### src/rtl/axi_lite_regbank_pkg.sv
// Shared constants for the peripheral register bank: register offsets, bit indices and responses.
package axi_lite_regbank_pkg;

    localparam logic [4:0] OFF_CTRL       = 5'h00;
    localparam logic [4:0] OFF_STATUS     = 5'h04;
    localparam logic [4:0] OFF_IRQ_STATUS = 5'h08;
    localparam logic [4:0] OFF_IRQ_ENABLE = 5'h0C;
    localparam logic [4:0] OFF_SCRATCH    = 5'h10;
    localparam logic [4:0] OFF_COUNTER    = 5'h14;
    localparam logic [4:0] OFF_COMPARE    = 5'h18;
    localparam logic [4:0] OFF_VERSION    = 5'h1C;

    localparam int unsigned CTRL_CNT_EN     = 0;
    localparam int unsigned CTRL_CNT_CLR    = 1;
    localparam int unsigned STATUS_CNT_EN   = 0;
    localparam int unsigned STATUS_IRQ_PEND = 1;

    localparam logic [1:0] RESP_OKAY   = 2'b00;
    localparam logic [1:0] RESP_SLVERR = 2'b10;

    function automatic logic [31:0] strb_mask(input logic [3:0] strb);
        logic [31:0] m;
        for (int i = 0; i < 4; i++) begin
            m[i*8 +: 8] = {8{strb[i]}};
        end
        return m;
    endfunction

    function automatic logic is_ro(input logic [4:0] off);
        return (off == OFF_STATUS) || (off == OFF_COUNTER) || (off == OFF_VERSION);
    endfunction

endpackage

### src/rtl/axi_lite_regbank_evt_sync_edge.sv
// Two-flop synchroniser per bit followed by a rising-edge detector.
module evt_sync_edge #(
    parameter int unsigned Width = 1
) (
    input  logic             clk_i,
    input  logic             rst_ni,
    input  logic [Width-1:0] async_i,
    output logic [Width-1:0] rise_o
);

    logic [Width-1:0] sync1_q;
    logic [Width-1:0] sync2_q;
    logic [Width-1:0] prev_q;

    // Zero reset means an input already high at reset exit yields one edge.
    always_ff @(posedge clk_i or negedge rst_ni) begin
        if (!rst_ni) begin
            sync1_q <= '0;
            sync2_q <= '0;
            prev_q  <= '0;
        end else begin
            sync1_q <= async_i;
            sync2_q <= sync1_q;
            prev_q  <= sync2_q;
        end
    end

    assign rise_o = sync2_q & ~prev_q;

endmodule

### src/rtl/axi_lite_regbank.sv
// Register bank behind the AXI-Lite user bus: control, scratch, IRQ and a compare timer.
module axi_lite_regbank
    import axi_lite_regbank_pkg::*;
#(
    parameter int unsigned           ADDR_WIDTH = 32,
    parameter int unsigned           DATA_WIDTH = 32,
    parameter logic [ADDR_WIDTH-1:0] BASE_ADDR  = '0,
    parameter int unsigned           NUM_EVT    = 4,
    parameter logic [31:0]           VERSION    = 32'h0001_0000
) (
    input  logic                    aclk,
    input  logic                    aresetn,
    input  logic [ADDR_WIDTH-1:0]   user_wr_addr,
    input  logic [DATA_WIDTH-1:0]   user_wr_data,
    input  logic [DATA_WIDTH/8-1:0] user_wr_strb,
    input  logic                    user_wr_en,
    output logic [1:0]              user_wr_resp,
    input  logic [ADDR_WIDTH-1:0]   user_rd_addr,
    input  logic                    user_rd_en,
    output logic [DATA_WIDTH-1:0]   user_rd_data,
    output logic [1:0]              user_rd_resp,
    input  logic [NUM_EVT-1:0]      evt_in,
    output logic                    ctrl_cnt_en,
    output logic                    irq
);

    logic              cnt_en_q, cnt_en_d;
    logic [NUM_EVT:0]  irq_status_q, irq_status_d;
    logic [NUM_EVT:0]  irq_enable_q, irq_enable_d;
    logic [31:0]       scratch_q, scratch_d;
    logic [31:0]       counter_q, counter_d;
    logic [31:0]       compare_q, compare_d;
    logic              irq_q;
    logic [31:0]       rd_data_q, rd_data_d;
    logic [1:0]        rd_resp_q, rd_resp_d;

    logic [NUM_EVT-1:0] evt_rise;
    logic               irq_pending;
    logic               timer_match;
    logic               wr_valid_addr, rd_valid_addr, wr_ok, cnt_clr;
    logic [4:0]         wr_off, rd_off;
    logic [31:0]        wmask, wdata_m;
    logic [NUM_EVT:0]   w1c;

    evt_sync_edge #(
        .Width (NUM_EVT)
    ) u_evt_sync (
        .clk_i   (aclk),
        .rst_ni  (aresetn),
        .async_i (evt_in),
        .rise_o  (evt_rise)
    );

    // The window is 32-byte aligned, so the upper address bits identify it.
    assign wr_off        = user_wr_addr[4:0];
    assign rd_off        = user_rd_addr[4:0];
    assign wr_valid_addr = (user_wr_addr[1:0] == 2'b00) &&
                           (user_wr_addr[ADDR_WIDTH-1:5] == BASE_ADDR[ADDR_WIDTH-1:5]);
    assign rd_valid_addr = (user_rd_addr[1:0] == 2'b00) &&
                           (user_rd_addr[ADDR_WIDTH-1:5] == BASE_ADDR[ADDR_WIDTH-1:5]);
    assign user_wr_resp  = (wr_valid_addr && !is_ro(wr_off)) ? RESP_OKAY : RESP_SLVERR;
    assign wr_ok         = user_wr_en && (user_wr_resp == RESP_OKAY);

    assign wmask       = strb_mask(user_wr_strb);
    assign wdata_m     = user_wr_data & wmask;
    assign irq_pending = |(irq_status_q & irq_enable_q);
    assign timer_match = cnt_en_q && (counter_q == compare_q);

    always_comb begin
        cnt_en_d     = cnt_en_q;
        cnt_clr      = 1'b0;
        irq_enable_d = irq_enable_q;
        scratch_d    = scratch_q;
        compare_d    = compare_q;
        w1c          = '0;
        if (wr_ok) begin
            case (wr_off)
                OFF_CTRL: begin
                    if (user_wr_strb[0]) begin
                        cnt_en_d = user_wr_data[CTRL_CNT_EN];
                        cnt_clr  = user_wr_data[CTRL_CNT_CLR];
                    end
                end
                OFF_IRQ_STATUS: w1c = wdata_m[NUM_EVT:0];
                OFF_IRQ_ENABLE: irq_enable_d = (irq_enable_q & ~wmask[NUM_EVT:0]) |
                                               wdata_m[NUM_EVT:0];
                OFF_SCRATCH:    scratch_d = (scratch_q & ~wmask) | wdata_m;
                OFF_COMPARE:    compare_d = (compare_q & ~wmask) | wdata_m;
                default: ;
            endcase
        end
        // New events are ORed in after the clear so a set always wins.
        irq_status_d = (irq_status_q & ~w1c) | {timer_match, evt_rise};
        if (cnt_clr) begin
            counter_d = '0;
        end else if (cnt_en_q) begin
            counter_d = counter_q + 32'd1;
        end else begin
            counter_d = counter_q;
        end
    end

    always_comb begin
        rd_data_d = rd_data_q;
        rd_resp_d = rd_resp_q;
        if (user_rd_en) begin
            rd_data_d = '0;
            rd_resp_d = rd_valid_addr ? RESP_OKAY : RESP_SLVERR;
            if (rd_valid_addr) begin
                case (rd_off)
                    OFF_CTRL:       rd_data_d[CTRL_CNT_EN] = cnt_en_q;
                    OFF_STATUS: begin
                        rd_data_d[STATUS_CNT_EN]   = cnt_en_q;
                        rd_data_d[STATUS_IRQ_PEND] = irq_pending;
                    end
                    OFF_IRQ_STATUS: rd_data_d[NUM_EVT:0] = irq_status_q;
                    OFF_IRQ_ENABLE: rd_data_d[NUM_EVT:0] = irq_enable_q;
                    OFF_SCRATCH:    rd_data_d = scratch_q;
                    OFF_COUNTER:    rd_data_d = counter_q;
                    OFF_COMPARE:    rd_data_d = compare_q;
                    OFF_VERSION:    rd_data_d = VERSION;
                    default: ;
                endcase
            end
        end
    end

    always_ff @(posedge aclk or negedge aresetn) begin
        if (!aresetn) begin
            cnt_en_q     <= 1'b0;
            irq_status_q <= '0;
            irq_enable_q <= '0;
            scratch_q    <= '0;
            counter_q    <= '0;
            compare_q    <= 32'hFFFF_FFFF;
            irq_q        <= 1'b0;
            rd_data_q    <= '0;
            rd_resp_q    <= RESP_OKAY;
        end else begin
            cnt_en_q     <= cnt_en_d;
            irq_status_q <= irq_status_d;
            irq_enable_q <= irq_enable_d;
            scratch_q    <= scratch_d;
            counter_q    <= counter_d;
            compare_q    <= compare_d;
            irq_q        <= irq_pending;
            rd_data_q    <= rd_data_d;
            rd_resp_q    <= rd_resp_d;
        end
    end

    assign user_rd_data = rd_data_q;
    assign user_rd_resp = rd_resp_q;
    assign ctrl_cnt_en  = cnt_en_q;
    assign irq          = irq_q;

endmodule

### config.mk
export PLATFORM = sky130hd
export DESIGN_NAME = axi_lite_regbank
export DESIGN_NICKNAME = d
export VERILOG_FILES = /design/src/rtl/axi_lite_regbank_pkg.sv /design/src/rtl/axi_lite_regbank_evt_sync_edge.sv /design/src/rtl/axi_lite_regbank.sv
export SDC_FILE = /design/constraint.sdc
export NUM_CORES = 1
export LEC_CHECK = 0
export CAP_MARGIN = 30
export CORE_MARGIN = 10
export CORE_UTILIZATION = 57
export CTS_BUF_LIST = sky130_fd_sc_hd__clkbuf_8 sky130_fd_sc_hd__clkbuf_16
export DETAILED_ROUTE_END_ITERATION = 10
export DONT_BUFFER_PORTS = 1
export PLACE_DENSITY = 0.76
export SKIP_LAST_GASP = 1
export SLEW_MARGIN = 20
export SYNTH_ARGS = -nofsm -noshare
export SYNTH_HDL_FRONTEND = slang
export SYNTH_SLANG_ARGS = --single-unit
### constraint.sdc
create_clock -name aclk -period 2.3 [get_ports aclk]
set_clock_uncertainty 0.15 [all_clocks]
set_input_delay 0.46 -clock aclk [delete_from_list [all_inputs] [get_ports aclk]]
set_output_delay 0.46 -clock aclk [all_outputs]
set_load 0.02 [all_outputs]
### Word-level counts from Yosys, hierarchy flattened

Cells that the tools add are included.

* $add $sub $neg: 1
* eq/ne operators: 15
* multiplexer cells: 14
* bitwise logic cells: 15
* reductions and logical operators: 22

Operators with widths (number)
* $pmux W27 S4: 1
* $and A32 B32 Y32: 3
* $mux W32: 3
* $or A32 B32 Y32: 2
* $logic_not A27 Y1: 2
* $eq A5 B5 Y1 const B: 8
* $add A32 B1 Y32 const B: 1
* $eq A32 B32 Y1: 1
* $not A32 Y32: 1
* $eq A5 B4 Y1 const B: 4
* $and A5 B5 Y5: 3
* $pmux W3 S5: 1
* $pmux W1 S6: 2
* $eq A5 B3 Y1 const B: 2
* $logic_not A5 Y1: 2
* $mux W5: 2
* $not A5 Y5: 2
* $or A5 B5 Y5: 2
* $logic_not A2 Y1: 3
* $reduce_and A2 Y1: 3
* $logic_and A1 B1 Y1: 5
* $reduce_or A5 Y1: 1
* $and A4 B4 Y4: 1
* $mux W2: 2
* other kinds (7): 10

* flip-flop bits (word level): 154
* input port bits: 108
* output and inout bits: 38
* word-level logic and storage cells: 79

### Longest topological paths before layout

Gate-level depths: netlist of the first run.

* word-level depth: 12
* depth in mapped cells: 7
* mapped depth without buffers: 6

### Cells and area by module

A second synthesis of the first run with hierarchy kept.

* cells, all modules: 677
* area, all modules: 7586.0 um^2

By module, submodules not included
* axi_lite_regbank: instances 1, cells an instance 661, area each 7230.7 um^2, seq. area each 3568.4 um^2
* evt_sync_edge: instances 1, cells an instance 16, area each 355.3 um^2, seq. area each 300.3 um^2

### Worst setup path after synthesis of the first run

No wires, ideal clock.

* kind: input-to-reg
* from: input user_wr_addr[22]
* to: register (tool-made name)
* library setup time: 125 ps
* data arrival time: 1989 ps
* required time: 2025 ps
* slack: 36 ps
* stages on the path: 6
* buffers on the path: 1
* path through: nor4_1 -> nand3_1 -> nor4b_2 -> and4_1 -> buf_4 -> mux2_2

RTL lines
* start: declaration: line axi_lite_regbank.sv:13 `input logic [ADDR_WIDTH-1:0] user_wr_addr,`

### Worst setup path in the final report of the first run

* from: input user_wr_addr[6]
* to: output user_wr_resp[1]

* cells in the longest elaborated chain, start to end: 4

Ends and longest elaborated chain
* $logic_not A27 Y1: line axi_lite_regbank.sv:58 `(user_wr_addr[ADDR_WIDTH-1:5] == BASE_ADDR[ADDR_WIDTH-1:5]);`
* $logic_and A1 B1 Y1: line axi_lite_regbank.sv:57 `assign wr_valid_addr = (user_wr_addr[1:0] == 2'b00) &&`
* $logic_and A1 B1 Y1: line axi_lite_regbank.sv:61 `assign user_wr_resp = (wr_valid_addr && !is_ro(wr_off)) ? RESP_OKAY : RESP_SLVERR;`
* $mux W2: line axi_lite_regbank.sv:61
* end: declaration: line axi_lite_regbank.sv:17 `output logic [1:0] user_wr_resp,`

No other way between the ends.

==> results.sh, run 1 <==
export IMPL_drive_gt1_share_pct=18.4
export IMPL_timing_fmax_mhz=471
export IMPL_ys_seq_area_share_pct=51.5
export IMPL_violations="hold timing"
export IMPL_num_rows=41
export IMPL_synth_top_area_share_pct=40.3
export IMPL_cp_end_kind="output pin"
export IMPL_n_antenna_cell=0
export IMPL_n_fill_cell=934
export IMPL_rsz0062_at_grt="no"
export IMPL_ys_types=46
export IMPL_leakage_nw=3.70
export IMPL_dp_hpwl_microns=13400
export IMPL_yosys_area_top_type="dfrtp_1"
export IMPL_portBuffers=0
export IMPL_synthCells=689
export IMPL_start_util_pct=58.8
export IMPL_post_drt_wl_per_cell_microns=21.7
export IMPL_grt_usage_pct=21.5
export IMPL_worstPathRequired_ps=1690
export IMPL_p_sw_mw=1.22
export IMPL_synth_area_top_cells="dfrtp_1, dfstp_2, mux2_2"
export IMPL_critPathTopFamily="simple AND/OR/NAND/NOR gates"
export IMPL_critPathKind="input port to output pin"
export IMPL_root_buffer="clkbuf_16"
export IMPL_switching_share_pct=20.8
export IMPL_synth_seq_cells=153
export IMPL_setup_violations=0
export IMPL_irDropWorstVdd_v=0.000380
export IMPL_crit_buf_inv=1
export IMPL_cts_resized_gates=0
export IMPL_pwr_density_cell_mw_per_mm2=681
export IMPL_dieHeight_microns=135
export IMPL_yosys_warnings=0
export IMPL_reg2reg_depth=6
export IMPL_area_growth_pct=14.1
export IMPL_hold_path_class="input port to asynchronous set/reset pin"
export IMPL_ff_latch_area_sq_mm=0.00387
export IMPL_cp_depth=5
export IMPL_cts_hold_buf=16
export IMPL_period_share_pct=92.3
export IMPL_die_area_sq_mm=0.0182
export IMPL_drc=0
export IMPL_syn_area_per_cell_sq_um=10.9
export IMPL_ant_nets=0
export IMPL_status="finished with violations"
export IMPL_clk_pin_slew_ps=60
export IMPL_seqPwrFrac_pct=46.4
export IMPL_hold_viol_final=153
export IMPL_crit_fanout=3
export IMPL_drtIter0Drc=366
export IMPL_grt_pass1_vias=5655
export IMPL_worstSetupStartpointType="input port"
export IMPL_setup_tns_ps=0
export IMPL_synth_edf_count=0
export IMPL_routed_wl_microns=19300
export IMPL_fin_ws_ps=178
export IMPL_crit_chain="nor4_1 -> nand4_1 -> buf_4 -> nor2_1 -> nand3_1"
export IMPL_dp_slack_ps=-145
export IMPL_cts_buffers_inserted=17
export IMPL_cp_arrival_ps=1510
export IMPL_syn_cell_area_sq_mm=0.00751
export IMPL_critPathMaxStageDelay_ps=300
export IMPL_io_pins=146
export IMPL_synthArstFlopShare_pct=100
export IMPL_synth_most_common_cell="dfrtp_1"
export IMPL_min_period_ps=2120
export IMPL_die_w_microns=135
export IMPL_insertion_delay_ps=440
export IMPL_post_cts_buffers=0
export IMPL_synth_common_cells="dfrtp_1, nor2_1, inv_1"
export IMPL_p_int_mw=4.62
export IMPL_cts_max_path_buffers=2
export IMPL_cp_slowest_cell="nor4_1"
export IMPL_synth_top_flop_cell="dfrtp_1"
export IMPL_slew_viol_final=0
export IMPL_grt_max_degree=154
export IMPL_dr_pass1_iters=5
export IMPL_overflow=0
export IMPL_coreArea_sq_mm=0.0128
export IMPL_multi_input_area_sq_mm=0.00329
export IMPL_grt_pass1_wl_microns=30800
export IMPL_dr_total_vias=5374
export IMPL_cts_tree="yes"
export IMPL_place_congestion=0.889
export IMPL_maxCapViolCount=0
export IMPL_h_tree_depth=4
export IMPL_cts_sink_count=153
export IMPL_p_comb_share_pct=2.3
export IMPL_antenna_found_initial=0
export IMPL_fin_nets=814
export IMPL_hold_ws_ps=-429
export IMPL_routed_via_density=6.04
export IMPL_power_share_clock_pct=51.3
## per-layer routing
metal	GRT usage [%]	vias to the layer above	wire, microns
li1	-	2452	-
met1	25.8	2700	7850
met5	0	-	0
met3	8.79	28	1820
met4	7.62	0	312
met2	34.2	194	9350
## worst paths after layout
path	from	endpoint	slack (ps)
min in group aclk	user_wr_data[30]	flip-flop	10
worst max register to register	counter_q[0]	counter_q[20]	230
max in group asynchronous	aresetn	asynchronous set/reset pin	2170
worst min-delay path	aresetn	user_rd_data[7]	-430
worst min register to register	u_evt_sync.sync1_q[0]	u_evt_sync.sync2_q[0]	200
worst max-delay path	user_wr_addr[6]	user_wr_resp[1]	180
## cell usage in the layout, fill, tap and decap left out, drive strengths merged, types with 14 or more instances in the layout
cell type | synthesis | layout
dfstp | 32 | 32
a21oi | 29 | 29
nand3 | 22 | 22
clkbuf | 26 | 18
nand2 | 22 | 22
nor4 | 24 | 24
xor2 | 20 | 20
xnor2 | 41 | 41
o22ai | 34 | 34
nor2 | 75 | 75
dfrtp | 121 | 121
mux2i | 33 | 33
mux2 | 72 | 72
inv | 43 | 45
nand4 | 14 | 14
nor3 | 16 | 16
buf | 16 | 20
dlygate4sd3 | 0 | 18
## power groups by stage
stage,registers (mW),clock network [mW],logic (mW)
after detailed placement,2.76,0,0.0884
final,2.71,3.00,0.132
after global placement,2.76,0,0.0880
after global routing,2.71,3.14,0.141
after CTS,2.71,3.02,0.126
after floorplan,2.76,0,0.108
## kinds of logic after synthesis
family	Yosys count	synth area share, %
multiplexers	105	15.2
other	1	0.0499
flip-flops	153	51.5
XOR/XNOR	61	7.11
AND/OR/NAND/NOR	202	14.5
adder cells (fa/ha/maj)	1	0.167
AO/OA/AOI/OAI	81	6.73
buffers and inverters	85	4.71
## stage by stage
step	total power, mW	cell area [sq um]	util, %	std cells
floorplan	2.86	7510	-	690
global placement	2.84	7730	60.5	839
detailed placement	2.84	7730	60.5	839
CTS	5.85	8540	66.8	887
global route	5.99	8570	67.1	890
finish	5.84	8570	67.1	890
## area by class of cell
class | instances | area share [%]
clock buffers | 18 | 5.13
clock inverters | 14 | 2.29
inverters | 43 | 1.88
multi-input cells | 452 | 38.4
flip-flops and latches | 153 | 45.2
well taps | 172 | 2.51
repair buffers | 38 | 4.59
(Power assumes the default switching activity.)
==> run 2: changes to the inputs <==
--- a/config.mk
+++ b/config.mk
@@ -5,15 +5,17 @@
 export SDC_FILE = /design/constraint.sdc
 export NUM_CORES = 1
 export LEC_CHECK = 0
+export ABC_AREA = 1
 export CAP_MARGIN = 30
 export CORE_MARGIN = 10
 export CORE_UTILIZATION = 57
 export CTS_BUF_LIST = sky130_fd_sc_hd__clkbuf_8 sky130_fd_sc_hd__clkbuf_16
 export DETAILED_ROUTE_END_ITERATION = 10
 export DONT_BUFFER_PORTS = 1
-export PLACE_DENSITY = 0.76
+export PLACE_DENSITY = 0.71
 export SKIP_LAST_GASP = 1
 export SLEW_MARGIN = 20
 export SYNTH_ARGS = -nofsm -noshare
 export SYNTH_HDL_FRONTEND = slang
+export SYNTH_HIERARCHICAL = 1
 export SYNTH_SLANG_ARGS = --single-unit
==> results.sh, run 2 <==
export IMPL_power_mw=5.60
export IMPL_syn_area_per_cell_sq_um=7.28
export IMPL_dr_pass1_iters=5
export IMPL_slew_viol_final=0
export IMPL_cts_tree="yes"
export IMPL_worstSetupStartpointType="input port"
export IMPL_relSlewSlack_pct=63.0
export IMPL_multi_input_area_sq_mm=0.00384
export IMPL_synthCells=1171
export IMPL_r2r_start="counter_q[1]"
export IMPL_setup_violations=0
export IMPL_yosys_area_top_type="dfrtp_1"
export IMPL_dieHeight_microns=142
export IMPL_leakage_nw=4.78
export IMPL_cts_max_path_buffers=2
export IMPL_critPathKind="input port to flip-flop"
export IMPL_cts_hold_buf=34
export IMPL_rsz0062_at_grt="no"
export IMPL_synth_most_common_cell="nand2_1"
export IMPL_grt_pass1_vias=7765
export IMPL_grt_pass1_wl_microns=42700
export IMPL_synth_top_area_share_pct=35.5
export IMPL_finalNonFillerCells=1396
export IMPL_dr_total_vias=8001
export IMPL_antenna_found_initial=0
export IMPL_n_fill_cell=1282
export IMPL_crit_chain="inv_2 -> nand2_1 -> nand2_1 -> nand3b_1 -> nor3_4 -> buf_12 -> nand4_1 -> dlygate4sd3_1 -> nand2_1"
export IMPL_h_tree_depth=4
export IMPL_r2r_end="counter_q[30]"
export IMPL_ys_seq_area_share_pct=45.4
export IMPL_fin_nets=1308
export IMPL_post_drt_wl_per_cell_microns=19.4
export IMPL_drc=0
export IMPL_irDropWorstVdd_v=0.000502
export IMPL_dp_slack_ps=171
export IMPL_overflow=0
export IMPL_dp_hpwl_microns=19800
export IMPL_timing_fmax_mhz=493
export IMPL_start_util_pct=58.4
export IMPL_worstPathRequired_ps=2530
export IMPL_reg2reg_depth=9
export IMPL_num_rows=44
export IMPL_min_period_ps=2030
export IMPL_cts_buffers_inserted=17
export IMPL_place_area_sq_mm=0.00871
export IMPL_hold_ws_ps=-425
export IMPL_routed_via_density=5.73
export IMPL_synth_edf_count=0
export IMPL_status="finished with violations"
export IMPL_coreArea_sq_mm=0.0146
export IMPL_grt_usage_pct=26.8
export IMPL_cp_arrival_ps=2260
export IMPL_area_growth_pct=12.9
export IMPL_synth_top_flop_cell="dfrtp_1"
export IMPL_synth_common_cells="nand2_1, inv_1, dfrtp_1"
export IMPL_n_antenna_cell=0
export IMPL_portBuffers=0
export IMPL_drtIter0Drc=998
export IMPL_period_share_pct=88.2
export IMPL_clk_pin_slew_ps=70
export IMPL_critPathTopFamily="buffers and inverters"
export IMPL_insertion_delay_ps=430
export IMPL_yosys_warnings=6
export IMPL_cp_slowest_cell="dlygate4sd3_1"
export IMPL_pwr_density_cell_mw_per_mm2=582
export IMPL_tightestPinTransition_ps=551
export IMPL_final_area_sq_mm=0.00962
export IMPL_cp_end_kind="flip-flop"
export IMPL_place_inst=1330
export IMPL_grt_max_degree=154
export IMPL_final_util_pct=66.0
export IMPL_syn_cell_area_sq_mm=0.00852
export IMPL_routed_wl_microns=27100
export IMPL_critPathMaxStageDelay_ps=580
export IMPL_reg2reg_slack_ps=330
export IMPL_die_w_microns=142
export IMPL_die_area_sq_mm=0.0202
export IMPL_synthArstFlopShare_pct=100
export IMPL_crit_fanout=70
export IMPL_io_pins=146
export IMPL_ant_nets=0
export IMPL_violations="hold timing"
export IMPL_synth_area_top_cells="dfrtp_1, nand2_1, dfstp_2"
export IMPL_final_cell_mix="nand2_1, inv_1, dfrtp_1"
export IMPL_place_congestion=0.938
export IMPL_ff_latch_area_sq_mm=0.00387
export IMPL_hold_viol_final=153
export IMPL_ys_types=34
export IMPL_crit_top_cell="nand2_1"
export IMPL_cts_sink_count=153
export IMPL_drive_gt1_share_pct=8.99
export IMPL_root_buffer="clkbuf_16"
export IMPL_maxCapViolCount=0
export IMPL_crit_buf_inv=3
export IMPL_setup_tns_ps=0
export IMPL_final_common_cell="nand2_1"
export IMPL_synth_seq_cells=153
export IMPL_hold_path_class="input port to asynchronous set/reset pin"
export IMPL_fin_ws_ps=271
[run 2: changes by cell type in the layout (fill, tap and decap cells not counted), moves of 22 or more]
cell / previous run / this run
nand2_1: 22 / 422
xnor2_1: 41 / 4
mux2_2: 40 / 0
nand3_1: 22 / 81
mux2_1: 32 / 0
a21oi_1: 29 / 2
mux2i_1: 33 / 0
nor4_1: 24 / 0
o221ai_1: 0 / 22
nand4_1: 14 / 102
nor2_1: 71 / 111
o22ai_1: 34 / 5
inv_1: 43 / 145
[run 2: kinds of logic after synthesis]
kind of cell / Yosys count / share of synthesized area, %
and+or+nand+nor: 756 / 39.1
buffers and inverters: 196 / 9.76
DFF: 153 / 45.4
AOI/OAI and AO/OA: 53 / 4.42
xor gates and xnor gates: 11 / 1.13
adders and majority gates: 1 / 0.147
other: 1 / 0.0440
[run 2: final cells by class]
cell class / count / share of cell area, %
Clock buffer: 17 / 4.42
Inverter: 146 / 5.70
Clock inverter: 15 / 1.48
Sequential cell: 153 / 40.2
Timing Repair Buffer: 58 / 5.93
Multi-Input combinational cell: 823 / 39.9
Tap cell: 184 / 2.39
[run 2: how the worst max path moves through the flow]
stage                     depth (start not counted)  slack [ps]            start               end
after floorplan                                   7         390  user_wr_addr[1]   user_wr_resp[1]
after global placement                            8         180  user_rd_addr[1]  user_rd_data[15]
after detailed placement                          8         170  user_rd_addr[1]  user_rd_data[15]
after CTS                                         9         330  user_wr_addr[4]         flip-flop
after global routing                              9          80     counter_q[1]     counter_q[30]
final                                             9         270  user_wr_addr[4]         flip-flop
[run 2: routing by layer]
layer  GRT usage (%)  routed length, microns
met4            6.39                     365
met5               0                       0
met2            38.8                   11500
met3            8.54                    2960
met1            38.3                   12200
[run 2: repair_timing]
action / CTS / global route
buffers inserted: 0 / 0
endpoints found under the hold margin: 185 / 153
resized for setup: 0 / 0
[run 2: report_power, final]
group | switching [mW] | internal, mW | leakage (nW)
Combinational | 0.0890 | 0.0663 | 2.60
Clock | 1.22 | 1.51 | 0.274
Sequential | 0.00421 | 2.70 | 1.90
[run 2: worst register-to-register path, stage by stage (launching register included)]
cell and delay [ps]:
dfrtp_1 450, ha_1 230, nand3_1 150, nor2_1 200, nand2_1 140, nor3_1 260, nand3_1 120, nand2_1 80
nand2_1 50, nor2_1 80
==> run 3: changes to the inputs <==
--- a/config.mk
+++ b/config.mk
@@ -8,11 +8,11 @@
 export ABC_AREA = 1
 export CAP_MARGIN = 30
 export CORE_MARGIN = 10
-export CORE_UTILIZATION = 57
+export CORE_UTILIZATION = 61
 export CTS_BUF_LIST = sky130_fd_sc_hd__clkbuf_8 sky130_fd_sc_hd__clkbuf_16
 export DETAILED_ROUTE_END_ITERATION = 10
 export DONT_BUFFER_PORTS = 1
-export PLACE_DENSITY = 0.71
+export PLACE_DENSITY = 0.76
 export SKIP_LAST_GASP = 1
 export SLEW_MARGIN = 20
 export SYNTH_ARGS = -nofsm -noshare
==> results.sh, run 3 (synthesis results as in run 2) <==
export IMPL_pwr_density_cell_mw_per_mm2=612
export IMPL_cts_resized_gates=0
export IMPL_reg2reg_slack_ps=290
export IMPL_period_share_pct=94.7
export IMPL_hold_path_class="input port to asynchronous set/reset pin"
export IMPL_r2r_start="counter_q[1]"
export IMPL_io_pins=146
export IMPL_p_comb_share_pct=2.2
export IMPL_violations="hold timing"
export IMPL_p_int_mw=4.51
export IMPL_cp_end_kind="flip-flop"
export IMPL_cts_buffers_inserted=17
export IMPL_cts_sink_count=153
export IMPL_p_sw_mw=1.31
export IMPL_setup_tns_ps=0
export IMPL_cts_tree="yes"
export IMPL_dr_pass1_iters=5
export IMPL_post_drt_wl_per_cell_microns=18.5
export IMPL_final_cell_mix="nand2_1, inv_1, dfrtp_1"
export IMPL_grt_pass1_wl_microns=40900
export IMPL_num_rows=43
export IMPL_crit_top_cell="nor2_2"
export IMPL_portBuffers=0
export IMPL_switching_share_pct=22.5
export IMPL_insertion_delay_ps=430
export IMPL_cts_max_path_buffers=2
export IMPL_clk_pin_slew_ps=70
export IMPL_cp_arrival_ps=2400
export IMPL_dieHeight_microns=138
export IMPL_die_area_sq_mm=0.0191
export IMPL_seqPwrFrac_pct=46.5
export IMPL_reg2reg_depth=8
export IMPL_cp_depth=9
export IMPL_h_tree_depth=4
export IMPL_crit_chain="nor2_2 -> inv_2 -> nor2_2 -> nand3_2 -> nor3_4 -> buf_4 -> nand4_1 -> dlygate4sd3_1 -> nand2_1"
export IMPL_drc=0
export IMPL_grt_usage_pct=26.1
export IMPL_setup_violations=0
export IMPL_coreArea_sq_mm=0.0138
export IMPL_power_share_clock_pct=51.3
export IMPL_n_antenna_cell=0
export IMPL_root_buffer="clkbuf_16"
export IMPL_drive_gt1_share_pct=9.33
export IMPL_crit_path_start="user_wr_addr[1]"
export IMPL_dp_hpwl_microns=18700
export IMPL_place_congestion=0.997
export IMPL_worstPathRequired_ps=2520
export IMPL_leakage_nw=4.75
export IMPL_status="finished with violations"
export IMPL_grt_pass1_vias=7732
export IMPL_drtIter0Drc=964
export IMPL_final_common_cell="nand2_1"
export IMPL_rsz0062_at_grt="no"
export IMPL_grt_max_degree=154
export IMPL_crit_buf_inv=3
export IMPL_cp_slowest_cell="dlygate4sd3_1"
export IMPL_die_w_microns=138
export IMPL_hold_ws_ps=-423
export IMPL_ant_nets=0
export IMPL_crit_fanout=49
export IMPL_r2r_end="counter_q[24]"
export IMPL_min_period_ps=2180
export IMPL_overflow=0
export IMPL_irDropWorstVdd_v=0.000474
export IMPL_critPathTopFamily="buffers and inverters"
export IMPL_post_cts_buffers=0
export IMPL_critPathKind="input port to flip-flop"
export IMPL_timing_fmax_mhz=459
export IMPL_critPathMaxStageDelay_ps=600
export IMPL_worstSetupStartpointType="input port"
export IMPL_routed_via_density=5.85
export IMPL_hold_viol_final=153
export IMPL_maxCapViolCount=0
export IMPL_routed_wl_microns=25600
export IMPL_cts_hold_buf=22
export IMPL_dr_total_vias=8077
export IMPL_tightestPinTransition_ps=680
export IMPL_area_growth_pct=11.6
export IMPL_slew_viol_final=0
export IMPL_start_util_pct=61.9
export IMPL_relSlewSlack_pct=54.6
export IMPL_antenna_found_initial=0
export IMPL_fin_nets=1297
## run 3: area by class of cell
cell class	instances	area [sq um]
Inverter	146	548
Sequential cell	153	3870
Timing Repair Buffer	47	408
Clock buffer	17	425
Tap cell	180	225
Clock inverter	15	204
Multi-Input combinational cell	823	3840
Fill cell	1142	4260
## run 3: layer usage
| layer | vias to the layer above | GRT usage (%) | routed length (microns) |
|---|---|---|---|
| li1 | 3823 | - | - |
| met1 | 3734 | 36.5 | 11300 |
| met2 | 465 | 37.9 | 10900 |
| met3 | 55 | 6.82 | 2670 |
| met4 | 0 | 9.82 | 702 |
| met5 | - | 0 | 0 |
## run 3: worst register-to-register path, stage by stage, from the launching register on
cell	delay [ps]
dfrtp_1	450
ha_1	230
nand3_1	120
inv_1	80
nand2_1	100
nor3_1	500
nand3_1	140
nand2_1	90
nor2_1	40
## run 3: power by group through the flow
stage | Sequential (mW) | Combinational (mW) | Clock [mW]
after floorplan | 2.76 | 0.106 | 0
after global placement | 2.76 | 0.0953 | 0
final | 2.71 | 0.130 | 2.98
after CTS | 2.71 | 0.128 | 3.01
after global routing | 2.71 | 0.144 | 3.13
after detailed placement | 2.76 | 0.0980 | 0
## run 3: worst max path at each step
stage | endpoint | slack (ps)
global route | flip-flop | 20
floorplan | user_wr_resp[1] | 390
detailed placement | user_rd_data[20] | 210
global placement | user_rd_data[20] | 230
finish | flip-flop | 120
CTS | flip-flop | 210
## run 3: stage by stage
stage	worst slack [ps]	std cells	instance area (sq um)	power, mW	utilization [%]
after floorplan	388	1172	8530	2.86	-
after global placement	235	1327	8670	2.85	62.9
after detailed placement	206	1327	8670	2.85	62.9
after CTS	215	1381	9520	5.84	69.1
after global routing	19.2	1381	9520	5.98	69.1
final	122	1381	9520	5.82	69.1
